<file path="src/rtl/int_ctrl.sv">
// rtl/int_ctrl.sv - seven-level prioritised interrupt controller with edge-detected requests
// and a nested in-service stack.
module int_ctrl (
   input  logic       clk,
   input  logic       rst,
   input  logic [7:1] irq,
   input  logic       IACK_n,
   input  logic       mask_we,
   input  logic [7:1] mask_wdata,
   input  logic       eoi,
   output logic [2:0] OINT_n,
   output logic [7:1] pending,
   output logic [7:1] isr,
   output logic       int_taken
);

   typedef enum logic [1:0] {IDLE, REQ, ACK, RELEASE} state_t;

   state_t     state;
   logic [7:1] irq_q;
   logic [7:1] mask;
   logic [2:0] isr_top;
   logic [2:0] cand;
   logic [2:0] ack_lvl;
   logic       ack;
   logic [7:1] rise;
   logic [7:1] ack_bit;
   logic [7:1] eoi_bit;

   function automatic logic [2:0] top_level(input logic [7:1] v);
      logic [2:0] lvl;
      lvl = 3'd0;
      for (int k = 1; k <= 7; k++)
         if (v[k]) lvl = 3'(k);
      return lvl;
   endfunction

   // A level is only eligible if it would nest above everything in service.
   always_comb begin
      isr_top = top_level(isr);
      cand    = top_level(pending & mask);
      if (cand <= isr_top) cand = 3'd0;
      ack     = (state == REQ) && !IACK_n;
      ack_lvl = ~OINT_n;
      rise    = irq & ~irq_q;
      ack_bit = '0;
      eoi_bit = '0;
      for (int k = 1; k <= 7; k++) begin
         ack_bit[k] = ack && (ack_lvl == 3'(k));
         eoi_bit[k] = eoi && (isr_top == 3'(k));
      end
   end

   always_ff @(posedge clk or posedge rst) begin
      if (rst) begin
         state     <= IDLE;
         OINT_n    <= 3'b111;
         pending   <= '0;
         isr       <= '0;
         irq_q     <= '0;
         mask      <= 7'h7F;
         int_taken <= 1'b0;
      end else begin
         irq_q     <= irq;
         if (mask_we) mask <= mask_wdata;
         // New edge sets after the acknowledge clear; eoi clears before the acknowledge sets.
         pending   <= (pending & ~ack_bit) | rise;
         isr       <= (isr & ~eoi_bit) | ack_bit;
         int_taken <= ack;
         case (state)
            IDLE: begin
               if (cand != 3'd0) begin
                  state  <= REQ;
                  OINT_n <= ~cand;
               end
            end
            REQ: begin
               if (ack) begin
                  state  <= ACK;
                  OINT_n <= 3'b111;
               end else if (cand == 3'd0) begin
                  state  <= IDLE;
                  OINT_n <= 3'b111;
               end else begin
                  OINT_n <= ~cand;
               end
            end
            ACK: begin
               OINT_n <= 3'b111;
               if (IACK_n) state <= RELEASE;
            end
            RELEASE: begin
               OINT_n <= 3'b111;
               state  <= IDLE;
            end
            default: begin
               OINT_n <= 3'b111;
               state  <= IDLE;
            end
         endcase
      end
   end

endmodule
</file>
<file path="config.mk">
export PLATFORM = sky130hd
export DESIGN_NAME = int_ctrl
export DESIGN_NICKNAME = d
export VERILOG_FILES = /design/src/rtl/int_ctrl.sv
export SDC_FILE = /design/constraint.sdc
export NUM_CORES = 1
export LEC_CHECK = 0
export CAP_MARGIN = 15
export CELL_PAD_IN_SITES_DETAIL_PLACEMENT = 1
export CELL_PAD_IN_SITES_GLOBAL_PLACEMENT = 2
export CORE_AREA = 2 2 70 72
export CTS_BUF_LIST = sky130_fd_sc_hd__clkbuf_4 sky130_fd_sc_hd__clkbuf_8
export DETAILED_ROUTE_END_ITERATION = 12
export DIE_AREA = 0 0 72 74
export GPL_TIMING_DRIVEN = 0
export PLACE_DENSITY = 0.89
export SYNTH_ARGS = -nofsm -noshare
export SYNTH_HDL_FRONTEND = slang
export SYNTH_SLANG_ARGS = --single-unit
</file>
<file path="constraint.sdc">
create_clock -name clk -period 4.9 [get_ports clk]
set_input_delay 1.47 -clock clk [delete_from_list [all_inputs] [get_ports clk]]
set_output_delay 1.47 -clock clk [all_outputs]
set_load 0.005 [all_outputs]
</file>
==> flow_metrics.env, run 1 <==
export IMPL_status="finished clean"
export IMPL_chipHeight_um=74
export IMPL_clock_skew_ns=0.00567
export IMPL_insertedDiodeCount=0
export IMPL_crit_family="simple AND/OR/NAND/NOR gates"
export IMPL_place_area_um2=1950
export IMPL_drv_cap=0
export IMPL_fp_dieW_um=72
export IMPL_port_buffers=35
export IMPL_stdcell_area_um2=2060
export IMPL_slew_limit_headroom=0.527
export IMPL_root_buffer="clkbuf_8"
export IMPL_holdWs_ns=0.411
export IMPL_fin_crit_sh=0.596
export IMPL_drt_iter0_markers=40
export IMPL_syn_area_per_cell_um2=10.7
export IMPL_p_per_area_nw_per_um2=498
export IMPL_max_clock_path_buffers=2
export IMPL_drtPass1Iterations=3
export IMPL_seq_power_share=0.412
export IMPL_synthCells=141
export IMPL_synth_edf_count=0
export IMPL_synth_area_um2=1510
export IMPL_wl_um=3560
export IMPL_critical_path_class="primary input to register"
export IMPL_fin_cells=239
export IMPL_cp_required_ns=5.07
export IMPL_drive_gt1_frac=0.162
export IMPL_tightest_slew_ns=0.708
export IMPL_io_pins=37
export IMPL_reg2reg_slack_ns=2.52
export IMPL_crit_buf_inv=2
export IMPL_worst_path_most_repeated_cell="or3_1"
export IMPL_seq_area_frac_synth=0.573
export IMPL_synth_ff_type="dfrtp_1"
export IMPL_drc=0
export IMPL_fin_crit_ns=2.92
export IMPL_arrival_ns=3.09
export IMPL_avgRoutedWirePerCell_um=14.9
export IMPL_cts_sink_count=34
export IMPL_final_util=0.448
export IMPL_p_int_mw=0.696
export IMPL_ant_nets=0
export IMPL_r2r_start="mask[5]"
export IMPL_coreArea_um2=4600
export IMPL_clk_latency_ns=0.29
export IMPL_grtUsageTotal=0.153
export IMPL_syn_nets=163
export IMPL_hold_viol_final=0
export IMPL_min_from="irq_q[1]"
export IMPL_grt_max_degree=20
export IMPL_synthArstFlopShare=1.00
export IMPL_area_growth_pct=36.8
export IMPL_dp_cells=231
export IMPL_gp_congestion=0.829
export IMPL_cts_made_buffers=5
export IMPL_ir_worst_vdd_mv=0.210
export IMPL_gr_total_overflow=0
export IMPL_grt_pass1_wl_um=6130
export IMPL_slew_violations=0
export IMPL_grt_setup_unrepaired="no"
export IMPL_vias=1171
export IMPL_via_per_inst=4.90
export IMPL_p_comb_frac=0.343
export IMPL_post_cts_setup_buffer_count=0
export IMPL_holdBufCountCts=0
export IMPL_power_share_clock=0.246
export IMPL_ctsResizeCount=0
export IMPL_finalPower_mw=1.03
export IMPL_ys_ff_latch=34
export IMPL_startpoint_type="primary input"
export IMPL_nets=206
export IMPL_critical_path_cell_chain="clkdlybuf4s50_1 > inv_1 > or3_1 > or3_1 > o41ai_2 > nand2_1"
export IMPL_p_leak_nw=0.951
export IMPL_antenna_found_initial=0
export IMPL_crit_path_end_kind="register"
export IMPL_dieArea_um2=5330
export IMPL_rows=25
export IMPL_cts_htree_levels=2
export IMPL_dp_hpwl_um=2890
export IMPL_worst_slack_ns=1.98
export IMPL_slowest_stage="clkdlybuf4s50_1"
export IMPL_first_global_vias=1294
export IMPL_setup_viol=0
export IMPL_crit_path_start="eoi"
export IMPL_clk_pin_slew_worst_paths_ns=0.07
export IMPL_hold_path_class="register to register"
export IMPL_crit_fanout=3
export IMPL_max_stage_delay_ns=0.49
export IMPL_fin_setup_tns_ns=0
export IMPL_cts_tree="done"
export IMPL_synth_warnings=0
export IMPL_dp_slack_ns=1.69
export IMPL_max_freq_mhz=342
export IMPL_synth_cell_types=36
export IMPL_switchingPower_mw=0.330
export IMPL_start_util=0.328
export IMPL_p_sw_frac=0.322
==> worst reg2reg max path, delay by kind of cell, from the launching register on <==
kind                       cells  cell delay, ns
AOI/OAI and AO/OA              5            1.11
adders and majority gates      1            0.21
buffers and inverters          1            0.11
DFF                            1            0.55
and+or+nand+nor                3            0.32
==> cells in the mapped netlist (2+ instances only) <==
library cell   n  area, um^2
o21ai_0        3        15.0
or2_0          2        12.5
nand2b_1       2        12.5
or3_1          2        12.5
dfrtp_1       24         601
nand2_1       22        82.6
dfstp_2       10         263
nor2_1         3        11.3
mux2_2         7        78.8
nor3_1         2        10.0
nor2b_1        4        25.0
a22o_1         2        17.5
nand3_1        6        30.0
o21ai_1       11        55.1
a21oi_1        2        10.0
ha_1           3        37.5
inv_1         17        63.8
==> final timing paths <==
path / endpoint / cells past startpoint
worst max-delay path: isr[1] / 6
worst min-delay path: pending[1] / 1
worst max register to register: OINT_n[2] / 10
worst min register to register: pending[1] / 1
max in group asynchronous: OINT_n[0] / 3
min in group asynchronous: irq_q[6] / 2
==> power groups by stage <==
stage | Sequential (mW) | Clock [mW] | Combinational [mW]
2_1_floorplan | 0.411 | 0 | 0.204
3_3_place_gp | 0.422 | 0 | 0.338
3_5_place_dp | 0.428 | 0 | 0.357
4_1_cts | 0.423 | 0.259 | 0.360
5_1_grt | 0.436 | 0.270 | 0.396
6_report | 0.422 | 0.252 | 0.352
==> metal layers <==
layer	global-route usage	wire, um	vias to the layer above	share of wire
met3	0.0434	189	5	0.053
met5	0	0	-	0
met2	0.270	1760	34	0.49
met1	0.181	1560	562	0.44
li1	-	-	570	-
met4	0.0503	49	0	0.014
==> cell type report <==
class / count / area, um^2
Clock buffer: 5 / 68.8
Clock inverter: 3 / 40.0
Fill cell: 515 / 2540
Buffer: 1 / 3.75
Timing Repair Buffer: 36 / 378
Sequential cell: 34 / 863
Multi-Input combinational cell: 88 / 572
Tap cell: 54 / 67.6
Inverter: 18 / 67.6
==> state kept, by name, summed over array words and instances, names as in the netlist, named ones only <==
register,flops
irq_q,7
isr,7
mask,7
pending,7
OINT_n,3
int_taken,1
state,1
==> layout by cell type (no fill, tap or decap), types with 2 or more instances in the layout <==
| cell | count |
|---|---|
| clkbuf_8 | 5 |
| or3_1 | 2 |
| inv_1 | 17 |
| nor2b_1 | 4 |
| ha_1 | 3 |
| clkinv_2 | 2 |
| dfrtp_1 | 24 |
| dfstp_2 | 10 |
| a21oi_1 | 2 |
| nor3_1 | 2 |
| mux2_2 | 7 |
| clkdlybuf4s50_1 | 35 |
| o21ai_0 | 3 |
| a22o_1 | 2 |
| nand2b_1 | 2 |
| o21ai_1 | 11 |
| nand2_1 | 22 |
| nor2_1 | 3 |
| nand3_1 | 6 |
| or2_0 | 2 |
==> cells by family after synthesis <==
family,Yosys count,share of synthesized area
fa+ha+maj,3,0.0249
buf+inv,19,0.0473
mux,7,0.0523
compound gates,32,0.149
flops,34,0.573
simple gates,46,0.154
Note: power is estimated with default switching activity, not from simulation.
==> run 2: changes to the inputs <==
CORE_AREA = 2 2 73 75   (was 2 2 70 72)
DIE_AREA = 0 0 75 77   (was 0 0 72 74)
PLACE_DENSITY = 0.83   (was 0.89)
clock period = 2.7 ns   (was 4.9 ns; I/O delays follow)
==> flow_metrics.env, run 2 (synthesis gave the netlist of run 1 again) <==
export IMPL_cts_tree="done"
export IMPL_drt_iter0_markers=36
export IMPL_dp_hpwl_um=3000
export IMPL_slew_limit_headroom=0.560
export IMPL_grtUsageTotal=0.146
export IMPL_max_freq_mhz=399
export IMPL_rows=26
export IMPL_stdcell_area_um2=2070
export IMPL_cp_required_ns=2.92
export IMPL_clk_pin_slew_worst_paths_ns=0.07
export IMPL_worst_slack_ns=0.196
export IMPL_antenna_found_initial=0
export IMPL_root_buffer="clkbuf_8"
export IMPL_fin_cells=255
export IMPL_dp_slack_ns=0.198
export IMPL_slowest_stage="dfstp_2"
export IMPL_clk_latency_ns=0.29
export IMPL_area_growth_pct=37.2
export IMPL_final_util=0.415
export IMPL_fillers=549
export IMPL_hold_viol_final=0
export IMPL_crit_buf_inv=1
export IMPL_mostFrequentLayoutCells="clkdlybuf4s50_1, dfrtp_1, nand2_1, inv_1, o21ai_1"
export IMPL_drc=0
export IMPL_layout_commonest_cell="clkdlybuf4s50_1"
export IMPL_crit_fanout=4
export IMPL_slew_violations=0
export IMPL_wl_um=3800
export IMPL_max_stage_delay_ns=0.56
export IMPL_critical_path_class="register to register"
export IMPL_holdBufCountCts=0
export IMPL_p_int_mw=1.21
export IMPL_seq_power_share=0.423
export IMPL_io_pins=37
export IMPL_fp_dieW_um=75
export IMPL_dp_cells=247
export IMPL_drive_gt1_frac=0.162
export IMPL_dieArea_um2=5780
export IMPL_cts_sink_count=34
export IMPL_p_leak_nw=0.945
export IMPL_post_cts_setup_buffer_count=0
export IMPL_chipHeight_um=77
export IMPL_status="finished clean"
export IMPL_cts_htree_levels=2
export IMPL_crit_family="compound AO/OA/AOI/OAI gates"
export IMPL_drtPass1Iterations=4
export IMPL_p_comb_frac=0.357
export IMPL_p_per_area_nw_per_um2=880
export IMPL_setup_viol=0
export IMPL_critical_path_cell_chain="nand2_1 > a32o_1 > o21ai_1 > inv_1 > ha_1 > nor2b_1 > o21ai_1 > a32oi_1 > nand2_1 > o22a_1"
export IMPL_r2r_start="mask[5]"
export IMPL_drv_cap=0
export IMPL_routed_top_layer="met4"
export IMPL_hold_path_class="register to register"
export IMPL_cts_made_buffers=5
export IMPL_fin_crit_ns=2.50
export IMPL_fin_setup_tns_ns=0
export IMPL_gp_congestion=0.793
export IMPL_fin_crit_sh=0.927
export IMPL_grt_max_degree=21
export IMPL_grt_pass1_wl_um=6220
export IMPL_ctsResizeCount=0
export IMPL_arrival_ns=2.73
export IMPL_crit_path_end_kind="register"
export IMPL_nets=206
export IMPL_crit_path_start="mask[5]"
export IMPL_via_per_inst=4.71
export IMPL_grt_setup_unrepaired="no"
export IMPL_start_util=0.303
export IMPL_avgRoutedWirePerCell_um=14.9
export IMPL_wl_met1_um=1660
export IMPL_min_from="irq_q[7]"
export IMPL_tightest_slew_ns=0.659
export IMPL_p_sw_frac=0.335
export IMPL_multiInputGateArea_um2=572
export IMPL_insertedDiodeCount=0
export IMPL_port_buffers=35
export IMPL_dr_wl_met3_um=182
export IMPL_seq_area_um2=863
export IMPL_vias=1201
export IMPL_startpoint_type="register"
export IMPL_power_share_clock=0.219
export IMPL_first_global_vias=1330
export IMPL_max_clock_path_buffers=2
export IMPL_clock_skew_ns=0.00390
export IMPL_coreArea_um2=4980
export IMPL_gr_total_overflow=0
export IMPL_ir_worst_vdd_mv=0.395
export IMPL_met2_length_um=1900
export IMPL_place_area_um2=1970
export IMPL_switchingPower_mw=0.610
export IMPL_ant_nets=0
## run 2: area by class of cell
class,count,share of cell area
clock inverter,1,0.00242
tap,70,0.0424
multi-input combinational,88,0.277
timing repair buffer,36,0.183
inverter,18,0.0327
sequential,34,0.418
clock buffer,7,0.0436
buffer,1,0.00182
## run 2: through the flow
stage	total power [mW]	hold WS, ns
6_report	1.82	0.411
5_1_grt	1.94	0.422
4_1_cts	1.84	0.415
3_5_place_dp	1.43	0.405
3_3_place_gp	1.38	0.395
2_1_floorplan	1.12	0.392
## run 2: worst reg2reg max path: cells and delay by family, from the launching register on
kind / cells / cell delay (ns)
buffers and inverters: 1 / 0.12
DFF: 1 / 0.56
and+or+nand+nor: 3 / 0.34
adders and majority gates: 1 / 0.22
AOI/OAI and AO/OA: 5 / 1.22
## run 2: path summary, 6_finish.rpt
check	endpoint	slack, ns	cells past startpoint
min in group asynchronous	irq_q[1]	0.92	2
min reg2reg	pending[7]	0.41	1
max	OINT_n[2]	0.20	10
max reg2reg	OINT_n[2]	0.20	10
max in group asynchronous	mask[1]	1.18	3
min	pending[7]	0.41	1
## run 2: per-layer routing
metal	up-vias	global-route usage
met3	7	0.0420
met2	32	0.244
met5	-	0
li1	570	-
met4	0	0.0536
met1	592	0.174
## run 2: power groups by stage
stage                     Sequential [mW]  Combinational (mW)  Clock [mW]
after floorplan                     0.746               0.371           0
after global placement              0.769               0.613           0
after detailed placement            0.778               0.652           0
after CTS                           0.770               0.658       0.411
after global routing                0.785               0.717       0.435
final                               0.770               0.650       0.399
